===== src/rtl/pwm_capture.sv =====
// PWM input capture: recovers the duty word (high time) and rise-to-rise period
// of an external PWM line, with a timeout path for a static input level.
//
// state  | meaning
// IDLE   | synchroniser filling or line high; wait for a real low level
// ARMED  | line seen low; wait for the first rising edge to open a period
// MEAS   | counting high time and period; each rise publishes and restarts
module pwm_capture #(
   parameter int W       = 10,
   parameter int TIMEOUT = 2048
) (
   input  logic           clk,
   input  logic           rst_n,
   input  logic           pwm_in,
   output logic [W-1:0]   data_out,
   output logic [W+1:0]   period_out,
   output logic           valid,
   output logic           timeout
);

   localparam int RW = (TIMEOUT > 2) ? $clog2(TIMEOUT) : 1;

   localparam logic [RW-1:0] RUN_LAST  = RW'(TIMEOUT - 1);
   localparam logic [RW-1:0] RUN_ONE   = RW'(1);
   localparam logic [W+1:0]  CNT_MAX   = '1;
   localparam logic [W+1:0]  CNT_ONE   = (W+2)'(1);
   localparam logic [W-1:0]  DATA_MAX  = '1;

   localparam logic [1:0] ST_IDLE  = 2'd0;
   localparam logic [1:0] ST_ARMED = 2'd1;
   localparam logic [1:0] ST_MEAS  = 2'd2;

   logic          s1, s2, s3;
   logic [1:0]    sync_fill;
   logic [1:0]    state;
   logic [W+1:0]  hi_cnt;
   logic [W+1:0]  per_cnt;
   logic [RW-1:0] run_cnt;

   logic          rise;
   logic          level_change;
   logic          run_expired;
   logic          sync_primed;
   logic [W+1:0]  hi_next;
   logic [W+1:0]  per_next;
   logic [W-1:0]  hi_clamped;

   assign rise         = s2 & ~s3;
   assign level_change = s2 ^ s3;
   assign run_expired  = ~level_change & (run_cnt == RUN_LAST);

   // s2 only carries a real sample once two clocks have passed since reset;
   // without this, a line already high at reset release looks like a fresh rise.
   assign sync_primed  = sync_fill[1];

   assign hi_next    = (hi_cnt == CNT_MAX) ? hi_cnt : hi_cnt + CNT_ONE;
   assign per_next   = (per_cnt == CNT_MAX) ? per_cnt : per_cnt + CNT_ONE;
   assign hi_clamped = (|hi_cnt[W+1:W]) ? DATA_MAX : hi_cnt[W-1:0];

   always_ff @(posedge clk or negedge rst_n) begin
      if (!rst_n) begin
         s1        <= 1'b0;
         s2        <= 1'b0;
         s3        <= 1'b0;
         sync_fill <= 2'b00;
      end else begin
         s1        <= pwm_in;
         s2        <= s1;
         s3        <= s2;
         sync_fill <= {sync_fill[0], 1'b1};
      end
   end

   always_ff @(posedge clk or negedge rst_n) begin
      if (!rst_n) begin
         run_cnt <= '0;
      end else if (level_change || run_expired) begin
         run_cnt <= '0;
      end else begin
         run_cnt <= run_cnt + RUN_ONE;
      end
   end

   always_ff @(posedge clk or negedge rst_n) begin
      if (!rst_n) begin
         state      <= ST_IDLE;
         hi_cnt     <= '0;
         per_cnt    <= '0;
         data_out   <= '0;
         period_out <= '0;
         valid      <= 1'b0;
         timeout    <= 1'b0;
      end else begin
         valid <= 1'b0;
         if (run_expired) begin
            data_out   <= s2 ? DATA_MAX : '0;
            period_out <= '0;
            timeout    <= 1'b1;
            valid      <= 1'b1;
            hi_cnt     <= '0;
            per_cnt    <= '0;
            state      <= s2 ? ST_IDLE : ST_ARMED;
         end else begin
            case (state)
               ST_IDLE: begin
                  if (sync_primed && !s2) begin
                     state <= ST_ARMED;
                  end
               end
               ST_ARMED: begin
                  if (rise) begin
                     hi_cnt  <= CNT_ONE;
                     per_cnt <= CNT_ONE;
                     state   <= ST_MEAS;
                  end
               end
               ST_MEAS: begin
                  if (rise) begin
                     data_out   <= hi_clamped;
                     period_out <= per_cnt;
                     timeout    <= 1'b0;
                     valid      <= 1'b1;
                     hi_cnt     <= CNT_ONE;
                     per_cnt    <= CNT_ONE;
                  end else begin
                     per_cnt <= per_next;
                     if (s2) begin
                        hi_cnt <= hi_next;
                     end
                  end
               end
               default: begin
                  state <= ST_IDLE;
               end
            endcase
         end
      end
   end

endmodule

===== config.mk =====
export PLATFORM = sky130hd
export DESIGN_NAME = pwm_capture
export DESIGN_NICKNAME = d
export VERILOG_FILES = /design/src/rtl/pwm_capture.sv
export SDC_FILE = /design/constraint.sdc
export NUM_CORES = 1
export LEC_CHECK = 0
export CORE_ASPECT_RATIO = 1.4
export CORE_MARGIN = 10
export CORE_UTILIZATION = 57
export DETAILED_ROUTE_END_ITERATION = 6
export PLACE_DENSITY = 0.79
export SLEW_MARGIN = 10
export SYNTH_ARGS = -nofsm -noshare
export SYNTH_HDL_FRONTEND = slang
export SYNTH_SLANG_ARGS = --single-unit

===== constraint.sdc =====
create_clock -name clk -period 2.68 [get_ports clk]
set_clock_uncertainty 0.1 [all_clocks]
set_input_delay 0.536 -clock clk [delete_from_list [all_inputs] [get_ports clk]]
set_output_delay 0.536 -clock clk [all_outputs]
set_load 0.1 [all_outputs]

==> results of run 1 <==
==> state kept, by name, indices dropped and copies added, names as in the netlist, 2 cells and up <==
register	cells
hi_cnt	12
per_cnt	12
period_out	12
run_cnt	11
data_out	10
state	2
sync_fill	2
==> layout by cell type, fill, tap and decap left out, drive strengths merged, types with 8 or more instances in the layout <==
| master | instances |
|---|---|
| a21oi | 15 |
| a22o | 12 |
| and3 | 9 |
| buf | 34 |
| clkbuf | 13 |
| dfrtp | 66 |
| nand2 | 15 |
| nand3 | 18 |
| nand4 | 8 |
| nor2 | 35 |
| o21ai | 32 |
| o22ai | 11 |
| o31ai | 10 |
==> power groups by stage <==
stage / Clock, mW / Combinational [mW] / Sequential, mW
2_1_floorplan: 0 / 0.346 / 1.95
6_report: 0.929 / 1.31 / 1.26
4_1_cts: 0.947 / 1.32 / 1.26
3_5_place_dp: 0 / 1.32 / 1.28
5_1_grt: 0.984 / 1.39 / 1.28
3_3_place_gp: 0 / 1.30 / 1.27
==> cells by family after synthesis <==
family / Yosys count / share of synthesized area [%]
AOI/OAI and AO/OA: 98 / 21.2
xor gates and xnor gates: 8 / 2.29
adders and majority gates: 4 / 1.63
buffers and inverters: 20 / 3.27
DFF: 66 / 53.9
other: 1 / 0.122
and+or+nand+nor: 103 / 17.5
==> per-layer routing <==
layer	wire, um	vias to the layer above	part of all wire, %
met5	0	-	0
met4	123	0	1.9
met3	379	10	5.8
met2	3330	51	51
met1	2670	1208	41
li1	-	1165	-
==> worst paths after layout <==
| check | startpoint | to | slack (ns) | depth (start not counted) |
|---|---|---|---|---|
| setup / recovery | s2 | hi_cnt[7] | 0.32 | 6 |
| setup reg to reg | s2 | hi_cnt[7] | 0.32 | 6 |
| hold reg to reg | sync_fill[0] | sync_fill[1] | 0.25 | 0 |
| max in group asynchronous | rst_n | per_cnt[10] | 1.77 | 2 |
| min in group clk | sync_fill[0] | sync_fill[1] | 0.25 | 0 |
| hold / removal | rst_n | period_out[4] | 0.02 | 1 |
==> per-stage QoR <==
| stage | utilization (%) | total power [mW] | instance area [um^2] | std cells |
|---|---|---|---|---|
| after floorplan | - | 2.30 | 3060 | 300 |
| after global placement | 64.1 | 2.57 | 3330 | 387 |
| after detailed placement | 64.1 | 2.59 | 3330 | 387 |
| after CTS | 68.3 | 3.53 | 3550 | 402 |
| after global routing | 68.5 | 3.66 | 3560 | 402 |
| final | 68.5 | 3.50 | 3560 | 402 |
==> layout make-up <==
cell class                      instances  area [um^2]  area share (%)
Clock inverter                          2         60.1            1.69
Sequential cell                        66         1650            46.4
Timing Repair Buffer                   35          263            7.38
Clock buffer                           13          159            4.46
Multi-Input combinational cell        214         1320            37.1
Inverter                                6         22.5           0.633
Tap cell                               66         82.6            2.32
==> timing repair <==
item,CTS,global route
gates resized for setup,0,1
hold buffers,0,0
endpoints found under the setup margin,0,3
==> metrics.txt, run 1 <==
Post-synth EDFFs=0; detailed router's first-iteration violation count=145; TritonCTS clock tree=built; vias per inst=6.05; fraction of met2 tracks used by global routing=27.1%; required time of the critical path=2.82 ns; average wire per standard cell=16.2 um; area share of the leading cell type in the synthesized netlist=53.9%; worst skew pair latency=0.35 ns; number of inserted diodes=0; total standard cell area after synthesis=3060 um^2; vias in the first global route=2492; worst setup path class=flip-flop to flip-flop; tightest slew margin relative to the limit=54.1%; share of synthesized area occupied by flip-flops and latches=53.9%; via count of the routed design=2434; detailed-route wire length=6500 um; nets@finish=339; Floorplan Core Area=5200 um^2; share of flip-flops with an asynchronous set or reset=100%; power density over the cells=984 nW/um^2; final hold vios=0; final worst-path setup slack=0.320 ns; net count after synthesis=307; Post-DP HPWL=4480 um; stage delay of the slowest cell on the critical path=0.39 ns; met3 Use GR=4.93%; DRT Pass-1 Iters=4; largest area contributor in the synthesized netlist=dfrtp_1; top flip-flop cell by instance count after synthesis=dfrtp_1; fraction of power consumed by combinational cells=37.5%; chip width=81.9 um; Static Leakage=1.63 nW; clock transition at the registers of the reported paths=0.07 ns; Internal Pwr Total=2.01 mW; Psw=1.49 mW; global-route layer with the greatest usage=met2; met1 capacity usage during global routing=17.8%; post-CTS setup repair buffer count=0; die outline height=107 um; worst-path fanout max=13; final cycle utilization of the critical path=88.1%; commonest cells in the netlist=66 x dfrtp_1, 35 x nor2_1, 22 x o21ai_0; Unique masters post-synth=46; clock period minus worst slack=2.36 ns; pin count of the biggest net entering global routing=26; unrepaired setup endpoints after global routing=false; filler instances=415; CP Data Arrival Time=2.50 ns; number of buffer and inverter stages on the critical path=0; H-tree Lvls=3; total I/O pin count=27; most numerous cell in the Yosys netlist=dfrtp_1; final weighted congestion in routability-driven placement=0.880; cell chosen for the clock root=clkbuf_8; cell with the biggest individual delay on the critical path=dfrtp_1; total of max-cap violations=0; nature of the critical path endpoint=flip-flop; initial antenna violation count=0; DP Worst Slack=0.208 ns; Die Outline Area=8740 um^2; number of buffers inserted by port buffering=26; gate count of the mapped netlist=300; number of clock buffers inserted by TritonCTS=9; number of design rule violations left after detail routing=0; number of sinks on the clock net=66; final number of max-transition violations=0; Hold Crit Class=input port to async pin; number of antenna-violating nets in the routed design=0; Min Hold Slack=0.0208 ns; clock network power share=26.5%; kind of cell adding the most delay to the critical path=simple AND/OR/NAND/NOR gates; starting utilization of the core area=58.9%; overall overflow remaining after global route=0; Worst-Margin Slew=0.689 ns; Setup TNS Final=0 ns; run status=complete, no violations; synthesis-to-finish area growth=16.3%; maximum number of buffers from clock root to sink=2; sequential group share of total power=36.0%; switching part of the total=42.5%; setup-violating endpoint count in the final report=0; Max rail drop VDD=0.975 mV; first-pass GRT wire length=11200 um; startpoint type of the worst setup path=flip-flop; overall global routing resource usage=16.0%; Max Fclk=424 MHz; cell types with the largest area share after synthesis=dfrtp_1 54%, nor2_1 4.3%, o21ai_0 3.6%; number of placement rows=31; synthesis-stage register bit count=66; proportion of layout cells with a drive suffix above 1=18.2%; list of cells traversed by the critical path=ha_1 > nand3_1 > or3_4 > and2_4 > nand4_1 > o31ai_1; Ys Warns=0; mean post-synth cell area=10.2 um^2
(Power assumes the default switching activity.)
==> run 2: changes to the inputs <==
CORE_UTILIZATION = 26   (was 57)
PLACE_DENSITY = not set   (was 0.79)
==> run 2 against run 1 <==
  * Flip-flop and latch count did not move
  * Cell count rose by 19%
  * Sequential share of layout area fell by 2.5 points
  * Combinational power barely moved
  * Highest routed layer unchanged
  * Hold slack improved by 0.0072 ns
==> metrics.txt, run 2 (synthesis gave the netlist of run 1 again) <==
final cycle utilization of the critical path=91.0% (+2.9 points); number of buffer and inverter stages on the critical path=0 (unchanged); TritonCTS clock tree=built; post-CTS setup repair buffer count=0 (unchanged); total of max-cap violations=0 (unchanged); Post-DP HPWL=4680 um (+4.3%); required time of the critical path=2.80 ns (-0.02 ns); highest-count cells in the layout ignoring fill and taps=66 x dfrtp_1, 35 x nor2_1, 31 x buf_4, 22 x o21ai_0, 18 x nand3_1; first-pass GRT wire length=11800 um (+4.8%); Floorplan Core Area=11500 um^2 (+120%); final number of max-transition violations=0 (unchanged); nature of the critical path endpoint=flip-flop; chip width=112 um (+36%); # hold bufs at CTS=0 (unchanged); synthesis-to-finish area growth=22.9%; Die Outline Area=16600 um^2 (+90%); overall overflow remaining after global route=0 (unchanged); Hold Crit Class=input port to async pin; clock transition at the registers of the reported paths=0.06 ns (about the same); cell chosen for the clock root=clkbuf_16; leading cell type in the layout, fill and taps excluded=dfrtp_1; initial antenna violation count=0 (unchanged); number of buffers inserted by port buffering=26 (unchanged); via count of the routed design=2399 (-1.4%); largest registers=hi_cnt x12, per_cnt x12, period_out x12; CP Data Arrival Time=2.56 ns (+0.06 ns); final weighted congestion in routability-driven placement=0.757 (-14%); startpoint type of the worst setup path=flip-flop; cell with the biggest individual delay on the critical path=a311oi_2; clock period minus worst slack=2.44 ns (+0.0787 ns); r2r setup slk=0.24 ns (-0.08 ns); average wire per standard cell=14.1 um (-13%); die outline height=148 um (+39%); number of placement rows=46 (+48%); list of cells traversed by the critical path=ha_1 > and3_1 > nand4_1 > a311oi_2 > a211oi_1 > a21o_2; overall global routing resource usage=8.55% (-7.5 points); vias in the first global route=2387 (-4.2%); worst-path fanout max=14 (+1); Worst Reg-to-Reg Cells=6 (unchanged); detailed router's first-iteration violation count=112 (-23%); maximum number of buffers from clock root to sink=2 (unchanged); Max rail drop VDD=0.695 mV (-29%); final core occ=32.8% (-36 points); capture point of the worst reg-to-reg path=hi_cnt[0]; pin count of the biggest net entering global routing=52 (+100%); Worst-Margin Slew=0.972 ns (+0.283 ns); tightest slew margin relative to the limit=35.2% (-19 points); DRT Pass-1 Iters=4 (unchanged); number of sinks on the clock net=66 (unchanged); worst skew pair latency=0.33 ns (-0.02 ns); proportion of layout cells with a drive suffix above 1=18.5% (+0.30 points); Max Fclk=410 MHz (-3.2%); final hold vios=0 (unchanged); H-tree Lvls=3 (unchanged); number of clock buffers inserted by TritonCTS=9 (unchanged); nets@finish=338 (-0.29%); unrepaired setup endpoints after global routing=false; source of the worst register-to-register timing path=hi_cnt[0]; number of antenna-violating nets in the routed design=0 (unchanged); Setup TNS Final=0 ns (unchanged); number of design rule violations left after detail routing=0 (unchanged); kind of cell adding the most delay to the critical path=compound AO/OA/AOI/OAI gates; setup-violating endpoint count in the final report=0 (unchanged); worst setup path class=flip-flop to flip-flop; run status=complete, no violations; # resized after CTS=0 (unchanged); number of inserted diodes=0 (unchanged); vias per inst=5.00 (-17%); Static Leakage=1.68 nW (+3.1%); power density over the cells=1020 nW/um^2 (+4.1%); starting utilization of the core area=26.7% (-32 points); stage delay of the slowest cell on the critical path=0.88 ns (+0.49 ns); total I/O pin count=27 (unchanged); detailed-route wire length=6770 um (+4.1%)
-- run 2: routing by layer --
layer  up-vias  global-route usage (%)  wire length, um
met2        56                    13.7             3320
li1       1161                       -                -
met4         0                    4.32              136
met1      1170                    10.2             3000
met3        12                    2.54              317
met5         -                       0                0
-- run 2: through the flow --
step | cell area (um^2) | total power, mW | setup WS [ns] | instances | hold WS [ns]
2_1_floorplan | 3060 | 2.30 | 0.676 | 300 | 0.140
5_1_grt | 3760 | 4.04 | 0.0387 | 480 | 0.0478
6_report | 3760 | 3.85 | 0.241 | 480 | 0.0280
3_3_place_gp | 3430 | 2.58 | 0.284 | 464 | 0.233
3_5_place_dp | 3430 | 2.60 | 0.236 | 464 | 0.236
4_1_cts | 3760 | 3.91 | 0.210 | 480 | 0.0308
-- run 2: worst max-delay path by stage --
stage | start | end | slack [ns] | cells after the start
2_1_floorplan | s2 | hi_cnt[2] | 0.68 | 6
3_3_place_gp | s2 | hi_cnt[0] | 0.28 | 6
3_5_place_dp | hi_cnt[0] | hi_cnt[0] | 0.24 | 6
4_1_cts | hi_cnt[0] | hi_cnt[0] | 0.21 | 6
5_1_grt | hi_cnt[0] | hi_cnt[0] | 0.04 | 6
6_report | hi_cnt[0] | hi_cnt[0] | 0.24 | 6
-- run 2: layout make-up --
class	count	area, um^2
clock buffers	12	256
clock inverters	4	73.8
fillers	1154	7690
inverters	6	22.5
multi-input cells	214	1310
flip-flops and latches	66	1650
well taps	144	180
repair buffers	34	268
-- run 2: power by group --
part | switching (mW) | leakage (nW) | total, mW | internal, mW
combinational | 1.01 | 0.636 | 1.31 | 0.299
sequential | 0.114 | 0.877 | 1.26 | 1.14
clock | 0.422 | 0.163 | 1.29 | 0.865
==> run 3: changes to the inputs <==
CAP_MARGIN = 20   (was not set)
==> results of run 3 <==
No change in the layout: final DEF, timing and power equal those of run 2.
